## src/rtl/esn_pe_pkg.sv

```systemverilog
// esn_pe_pkg: shared word formats, saturation limits and accumulator FSM states
package esn_pe_pkg;
    localparam int WWORD_LEN = 32;
    localparam int SWORD_LEN = 16;
    localparam int QFRAC_W = 21;
    localparam logic [WWORD_LEN-1:0] SAT_POS = 32'h7FFFFFFF;
    localparam logic [WWORD_LEN-1:0] SAT_NEG = 32'h80000000;
    typedef enum logic [1:0] {IDLE, ACCUM, DRAIN, HOLD} state_t;
endpackage

```

## src/rtl/psum_adder_tree.sv

```systemverilog
// psum_adder_tree: registered pairwise reduction of NPSUM signed lanes with a matching valid pipe
module psum_adder_tree #(
    parameter int NPSUM = 8,
    parameter int WWORD_LEN = 32
) (
    input  logic                                        clk,
    input  logic                                        rst,
    input  logic                                        i_ce,
    input  logic                                        i_valid,
    input  logic [NPSUM*WWORD_LEN-1:0]                  i_psum,
    output logic                                        o_valid,
    output logic                                        o_busy,
    output logic signed [WWORD_LEN+$clog2(NPSUM)-1:0]   o_sum
);
    localparam int LVLS = $clog2(NPSUM);
    localparam int TW = WWORD_LEN + LVLS;
    logic signed [TW-1:0] w_leaf [NPSUM];
    logic signed [TW-1:0] r_node [NPSUM-1];
    logic [LVLS-1:0] r_vld;
    always_comb
        for (int k = 0; k < NPSUM; k++)
            w_leaf[k] = TW'(signed'(i_psum[k*WWORD_LEN +: WWORD_LEN]));
    // level l lives at r_node[NPSUM-(NPSUM>>l) +: NPSUM>>(l+1)]; the root is the last entry
    always_ff @(posedge clk)
        if (rst) begin
            r_node <= '{default: '0};
            r_vld <= '0;
        end else if (i_ce) begin
            r_vld <= {r_vld[LVLS-2:0], i_valid};
            for (int l = 0; l < LVLS; l++)
                for (int n = 0; n < (NPSUM >> (l + 1)); n++)
                    if (l == 0)
                        r_node[n] <= w_leaf[2*n] + w_leaf[2*n+1];
                    else
                        r_node[NPSUM-(NPSUM>>l)+n] <= r_node[NPSUM-2*(NPSUM>>l)+2*n]
                                                    + r_node[NPSUM-2*(NPSUM>>l)+2*n+1];
        end
    assign o_sum = r_node[NPSUM-2];
    assign o_valid = r_vld[LVLS-1];
    assign o_busy = |r_vld;
endmodule

```

## src/rtl/pe_psum_accumulator.sv

```systemverilog
// pe_psum_accumulator: reduces PE partial-sum beats through an adder tree into one saturated Q10.21 output
module pe_psum_accumulator
    import esn_pe_pkg::*;
#(
    parameter int WWORD_LEN = 32,
    parameter int NPSUM = 8,
    parameter int ACC_LEN = 40,
    parameter int BEATS_W = 8
) (
    input  logic                         clk,
    input  logic                         rst,
    input  logic                         ce,
    input  logic                         start,
    input  logic [BEATS_W-1:0]           num_beats,
    input  logic                         in_valid,
    output logic                         in_ready,
    input  logic [NPSUM*WWORD_LEN-1:0]   PSUM,
    output logic                         out_valid,
    input  logic                         out_ready,
    output logic [WWORD_LEN-1:0]         Q,
    output logic                         sat,
    output logic                         busy,
    output logic                         start_err
);
    localparam int TW = WWORD_LEN + $clog2(NPSUM);
    state_t r_state;
    logic [BEATS_W-1:0] r_num, r_cnt;
    logic signed [ACC_LEN-1:0] r_acc;
    logic [WWORD_LEN-1:0] r_q;
    logic r_sat, r_out_valid, r_start_err;
    logic w_tree_valid, w_tree_busy, w_fit;
    logic signed [TW-1:0] w_tree_sum;
    logic [ACC_LEN-WWORD_LEN:0] w_hi;
    logic [WWORD_LEN-1:0] w_q;

    assign in_ready = ce && r_state == ACCUM;
    assign w_hi = r_acc[ACC_LEN-1:WWORD_LEN-1];
    assign w_fit = &w_hi || ~|w_hi;
    assign w_q = w_fit ? r_acc[WWORD_LEN-1:0] : r_acc[ACC_LEN-1] ? SAT_NEG : SAT_POS;

    psum_adder_tree #(.NPSUM(NPSUM), .WWORD_LEN(WWORD_LEN)) u_tree (
        .clk     (clk),
        .rst     (rst),
        .i_ce    (ce),
        .i_valid (in_valid && in_ready),
        .i_psum  (PSUM),
        .o_valid (w_tree_valid),
        .o_busy  (w_tree_busy),
        .o_sum   (w_tree_sum)
    );

    always_ff @(posedge clk)
        if (rst) begin
            r_state <= IDLE;
            r_num <= '0;
            r_cnt <= '0;
            r_acc <= '0;
            r_q <= '0;
            r_sat <= 1'b0;
            r_out_valid <= 1'b0;
            r_start_err <= 1'b0;
        end else if (ce) begin
            r_start_err <= start && (r_state != IDLE || num_beats == '0);
            if (w_tree_valid)
                r_acc <= r_acc + ACC_LEN'(w_tree_sum);
            case (r_state)
                IDLE:
                    if (start && num_beats != '0) begin
                        r_num <= num_beats;
                        r_cnt <= '0;
                        r_acc <= '0;
                        r_state <= ACCUM;
                    end
                ACCUM:
                    if (in_valid) begin
                        r_cnt <= r_cnt + 1'b1;
                        if (r_cnt + 1'b1 == r_num)
                            r_state <= DRAIN;
                    end
                // the tree is empty only once the last beat has been folded into r_acc
                DRAIN:
                    if (!w_tree_busy) begin
                        r_q <= w_q;
                        r_sat <= !w_fit;
                        r_out_valid <= 1'b1;
                        r_state <= HOLD;
                    end
                HOLD:
                    if (out_ready) begin
                        r_out_valid <= 1'b0;
                        r_state <= IDLE;
                    end
            endcase
        end

    assign Q = r_q;
    assign sat = r_sat;
    assign out_valid = r_out_valid;
    assign busy = r_state != IDLE;
    assign start_err = r_start_err;
endmodule

```

## config.mk

```make
export PLATFORM = sky130hd
export DESIGN_NAME = pe_psum_accumulator
export DESIGN_NICKNAME = d
export VERILOG_FILES = /design/src/rtl/esn_pe_pkg.sv /design/src/rtl/psum_adder_tree.sv /design/src/rtl/pe_psum_accumulator.sv
export SDC_FILE = /design/constraint.sdc
export NUM_CORES = 1
export LEC_CHECK = 0
export ABC_AREA = 0
export BUFFER_PORTS_ARGS = -buffer_cell sky130_fd_sc_hd__buf_2
export CAP_MARGIN = 30
export CORE_UTILIZATION = 55
export DETAILED_ROUTE_END_ITERATION = 10
export PLACE_DENSITY = 0.81
export SYNTH_ARGS = -nofsm -noshare
export SYNTH_HDL_FRONTEND = slang
export SYNTH_HIERARCHICAL = 1
export SYNTH_SLANG_ARGS = --single-unit
```

## constraint.sdc

```tcl
create_clock -name clk -period 5.9 [get_ports clk]
set_input_delay 1.18 -clock clk [delete_from_list [all_inputs] [get_ports clk]]
set_output_delay 1.18 -clock clk [all_outputs]
set_load 0.1 [all_outputs]
```

== Word level (Yosys, flattened, before mapping) ==
Index checks and enable logic that the tools add are counted.
Storage, ports and cells
  register bits after elaboration: 341
  output and inout port bits: 37
  word-level logic and storage cells: 74
Cells by class
  add/subtract/negate cells: 9
  eq/ne operators: 9
  multiplexer cells: 17
  bitwise gates (word level): 1
  reduce and logical (&&, ||, !) cells: 22
Operator list (count)
  adder 32 x 32 -> 33 bit: 4
  two-way mux 40 bit: 3
  adder 35 bit: 3
  two-way mux 32 bit: 2
  adder 40 x 35 -> 40 bit: 1
  two-way mux 8 bit: 2
  one-hot mux 8 bit (2 select lines): 1
  two-way mux 2 bit: 5
  AND reduction 9 bit: 1
  OR reduction 9 bit: 1
  adder 8 x 1 -> 8 bit (second input constant): 1
  == test 8 bit: 1
  zero test 8 bit: 1
  != test 2 bit (second input constant): 4
  one-hot mux 2 bit (4 select lines): 1
  AND reduction 4 bit: 2
  nonzero test 8 bit: 1
  AND reduction 3 bit: 2
  AND reduction 6 bit: 1
  nonzero test 2 bit: 3
  == test 2 bit (second input constant): 2
  logical AND 1 bit: 4
  OR reduction 3 bit: 1
  == test 2 x 1 -> 1 bit (second input constant): 1
  other kinds (7): 10

== Depth between registers and ports, before layout ==
  depth in word-level cells: 5
  gate-level depth with buffers: 13
  gate-level depth less buffers: 13

== Modules after synthesis ==
Netlist, hierarchy kept.
By module, submodules not included
  psum_adder_tree: instances 1, cells each 2337, area an instance 19134.6 um^2, seq. area each 4804.6 um^2
  pe_psum_accumulator: instances 1, cells each 685, area an instance 5728.0 um^2, seq. area each 1861.8 um^2

== Least setup slack after synthesis ==
No wires, ideal clock.
  path kind: input to register
  from: input port PSUM[64]
  to: register u_tree/r_node[187] (netlist name)
  setup time: 0.117 ns
  arrival: 3.671 ns
  required time: 5.783 ns
  slack: 2.113 ns
  cell stages on the path: 12
  buffers on the path: 0
  path through: ha_1 -> fa_1 -> a21o_1 -> a21oi_1 -> o21bai_1 -> a2111o_1 -> and4_1 -> nor2_1 -> a21oi_1 -> or2_1 -> xor2_1 -> a22o_1
On the way
  cells in the longest elaborated chain, start to end: 1
Ends and longest elaborated chain
  start: declaration: line pe_psum_accumulator.sv:17  | input logic [NPSUM*WWORD_LEN-1:0] PSUM,
  adder 32 x 32 -> 33 bit: line psum_adder_tree.sv:33  | r_node[n] <= w_leaf[2*n] + w_leaf[2*n+1];
  end signal: indexed assignment: line psum_adder_tree.sv:33
  end signal: indexed assignment: line psum_adder_tree.sv:35  | r_node[NPSUM-(NPSUM>>l)+n] <= r_node[NPSUM-2*(NPSUM>>l)+2*n]
  end: declaration: line psum_adder_tree.sv:18  | logic signed [TW-1:0] r_node [NPSUM-1];
Every way passes these cells.
A chain may end at the register's enable or synchronous reset.

== Worst setup path in the final report ==
  from: input port PSUM[128]
  to: register u_tree/r_node[166] (netlist name)
Same word-level chain as after synthesis.

==> impl_metrics.tcl <==
set metrics [dict create \
    synth.ff_latch_count 333 \
    yosys.area.top_type_share 0.268 \
    synthMostInstantiatedCell "sky130_fd_sc_hd__dfxtp_1" \
    syn_inst 3022 \
    power.leakage_nw 13.0 \
    io_buffer_count 306 \
    antenna_found_initial 0 \
    cp.arrival_ps 4400 \
    synth_top_flop_cell "sky130_fd_sc_hd__dfxtp_1" \
    synth.yosys.warnings 6 \
    synthesis.area_per_instance_um2 8.23 \
    antenna-diode-count 0 \
    maxSlewHeadroom 0.341 \
    cp-end-kind "flop" \
    power.density_cell_area_nw_per_um2 249 \
    dp.cells 3787 \
    cts_hold_repair.buffers 0 \
    fin_worst_hold_slack_ps 447 \
    drv_cap 0 \
    aggregate_global_route_resource_usage 0.276 \
    route.vias.total 23000 \
    criticalPathCategory "in -> reg" \
    ir_worst_vdd_v 0.000218 \
    clkSlewWorstSetupHoldPaths_ps 60 \
    multiInputGateArea_um2 17300 \
    synth-edff-count 0 \
    setup.worst_path.start_class "input pin" \
    share_of_synthesized_registers_carrying_an_async_set_or_reset 0 \
    tritoncts_num_sinks 333 \
    mappedNetlistArea_um2 24900 \
    cts.repair_timing.setup_buffer_count 0 \
    clock_root_buffer_master "sky130_fd_sc_hd__clkbuf_16" \
    report.final.hold_viol_count 0 \
    required_ps 6310 \
    grt.met2_usage 0.474 \
    sum_of_negative_setup_slack_ps 0 \
    global_route.usage.met3 0.0325 \
    cts.path.max_buffers 3 \
    placementRows 77 \
    fin_total_pwr_mw 6.94 \
    post_route_cells_drive_above_1_share 0.131 \
    setup_repair_after_global_routing_missed_its_margin "no" \
    report.final.slew_viol_count 0 \
    synth_area_leader_cell "sky130_fd_sc_hd__dfxtp_1" \
    maximum_number_of_pins_on_one_net_before_global_route_repair 164 \
    timing.final.crit_period_ps 4000 \
    tritoncts "yes" \
    synthesis.nets 3573 \
    ctsResizeCount 0 \
    detail_route.first_pass.iterations 7 \
    nFillCells 3851 \
    type_of_the_most_critical_hold_path "reg -> reg" \
    gr-total-overflow 0 \
    grt-busiest-layer "met2" \
    detail_route.vias_per_cell 5.95 \
    cts_htree_levels 2 \
    seq_area_frac_synth 0.268 \
    start_util 0.560 \
    tightestPinTransition_ps 985 \
    postLayoutCoreUtil 0.628 \
    post_synth_most_frequent_cells "333 x sky130_fd_sc_hd__dfxtp_1, 295 x sky130_fd_sc_hd__nor2_1, 286 x sky130_fd_sc_hd__a21oi_1" \
    grt_util_met1 0.362 \
    core_um2 44400 \
    drt_drc_violations_left 0 \
    final.setup_skew_ps 9.58 \
    worst_skew_pair.late_latency_ps 530 \
    layout.nets 3786 \
    outcome "finished, final reports clean" \
    area.growth.synth_to_final_pct 12.1 \
    first_global_vias 22200 \
    timing.final.crit_share 0.677 \
    antenna_violating_nets_post_route 0 \
    final-setup-viol-count 0 \
    post_synth_main_area_contributors "sky130_fd_sc_hd__dfxtp_1 27%, sky130_fd_sc_hd__ha_1 14%, sky130_fd_sc_hd__a21oi_1 5.8%" \
    dp_hpwl_um 50300 \
    wire_per_inst_um 16.9 \
    detail_route.wirelength_um 65300 \
    die_width_um 215 \
    grt_pass1_wl_um 108000 \
    dieHeight_um 215 \
    post_layout_nonfiller_instances 3857 \
    boundaryPins 307 \
    timing.critical_path.fanout_max 3 \
    synthDistinctLibCells 95 \
    maxClockFrequency_ghz 0.250 \
    cts_buffers 38 \
    first_iter_violations 1442 \
    die-area_um2 46100 \
    area.sequential_um2 6670 \
    place.gp.congestion 0.943 \
]
[area by class of cell]
class,count,area share
clock buffer,55,0.0408
clock inverter,15,0.00498
inverter,72,0.00969
multi-input combinational,2472,0.619
sequential,333,0.239
tap,592,0.0266
timing repair buffer,318,0.0599
[worst max-delay path: stages]
cell	delay (ps)
sky130_fd_sc_hd__buf_2	100
sky130_fd_sc_hd__ha_1	220
sky130_fd_sc_hd__fa_1	430
sky130_fd_sc_hd__a211oi_1	310
sky130_fd_sc_hd__nor2_1	130
sky130_fd_sc_hd__o41ai_2	420
sky130_fd_sc_hd__a2bb2oi_1	310
sky130_fd_sc_hd__a31oi_1	260
sky130_fd_sc_hd__a21oi_1	370
sky130_fd_sc_hd__o21ai_1	160
sky130_fd_sc_hd__o31ai_1	260
sky130_fd_sc_hd__xor2_1	170
sky130_fd_sc_hd__o21ai_1	70
[layout by cell type, fill, tap and decap left out, types with 15 or more instances in the layout]
cell type / instances
sky130_fd_sc_hd__clkbuf_16: 41
sky130_fd_sc_hd__o21bai_1: 40
sky130_fd_sc_hd__or3_1: 15
sky130_fd_sc_hd__o21a_1: 30
sky130_fd_sc_hd__inv_1: 69
sky130_fd_sc_hd__a21oi_1: 286
sky130_fd_sc_hd__nor2_1: 293
sky130_fd_sc_hd__ha_1: 273
sky130_fd_sc_hd__xnor2_1: 136
sky130_fd_sc_hd__o21ai_0: 139
sky130_fd_sc_hd__a211oi_1: 49
sky130_fd_sc_hd__a21o_1: 135
sky130_fd_sc_hd__nor2b_1: 25
sky130_fd_sc_hd__nand3_1: 75
sky130_fd_sc_hd__nand4_1: 29
sky130_fd_sc_hd__nand2b_1: 31
sky130_fd_sc_hd__nand2_1: 254
sky130_fd_sc_hd__a31oi_1: 32
sky130_fd_sc_hd__buf_2: 304
sky130_fd_sc_hd__o211ai_1: 41
sky130_fd_sc_hd__a22o_1: 34
sky130_fd_sc_hd__and3_1: 32
sky130_fd_sc_hd__o21ai_1: 47
sky130_fd_sc_hd__mux2i_1: 100
sky130_fd_sc_hd__nor3_1: 33
sky130_fd_sc_hd__xor2_1: 98
sky130_fd_sc_hd__dfxtp_1: 333
sky130_fd_sc_hd__a22oi_1: 16
[registers in the layout, indices dropped and copies added (netlist names), 2 cells and up]
signal,count
u_tree/r_node,202
r_acc,40
u_tree/o_sum,35
Q,32
r_cnt,8
r_num,8
u_tree/r_vld,3
r_state,2
[final timing paths]
kind             start                 end  slack [ps]  cells past startpoint
max          PSUM[128]  u_tree/r_node[166]        1900                     13
min reg2reg      Q[16]               Q[16]         450                      2
max reg2reg   r_acc[0]           r_acc[36]        2110                     12
min              Q[16]               Q[16]         450                      2
[power by group]
| part | switching, mW | internal, mW |
|---|---|---|
| Sequential | 0.146 | 2.44 |
| Clock | 0.957 | 1.43 |
| Combinational | 1.15 | 0.820 |
[metrics by stage]
step           worst slack [ps]  area (um2)
2_1_floorplan              2110       24900
4_1_cts                    2000       27900
3_3_place_gp               1530       26600
3_5_place_dp               1470       26600
6_report                   1900       27900
5_1_grt                    1780       27900
[kinds of logic (layout without fill, tap and decap cells)]
| group | Yosys count | count (layout) | synth area share |
|---|---|---|---|
| AOI/OAI and AO/OA | 1008 | 1008 | 0.271 |
| adders and majority gates | 281 | 281 | 0.144 |
| muxes | 100 | 100 | 0.0403 |
| and+or+nand+nor | 849 | 849 | 0.155 |
| xor gates and xnor gates | 234 | 234 | 0.0824 |
| buffers and inverters | 217 | 460 | 0.0390 |
| DFF | 333 | 333 | 0.268 |
[routing by layer]
metal | vias to the layer above | share of wire
li1 | 11500 | -
met1 | 10700 | 0.46
met2 | 647 | 0.47
met3 | 114 | 0.047
met4 | 0 | 0.027
met5 | - | 0
Power figures use the tool's default switching activity.
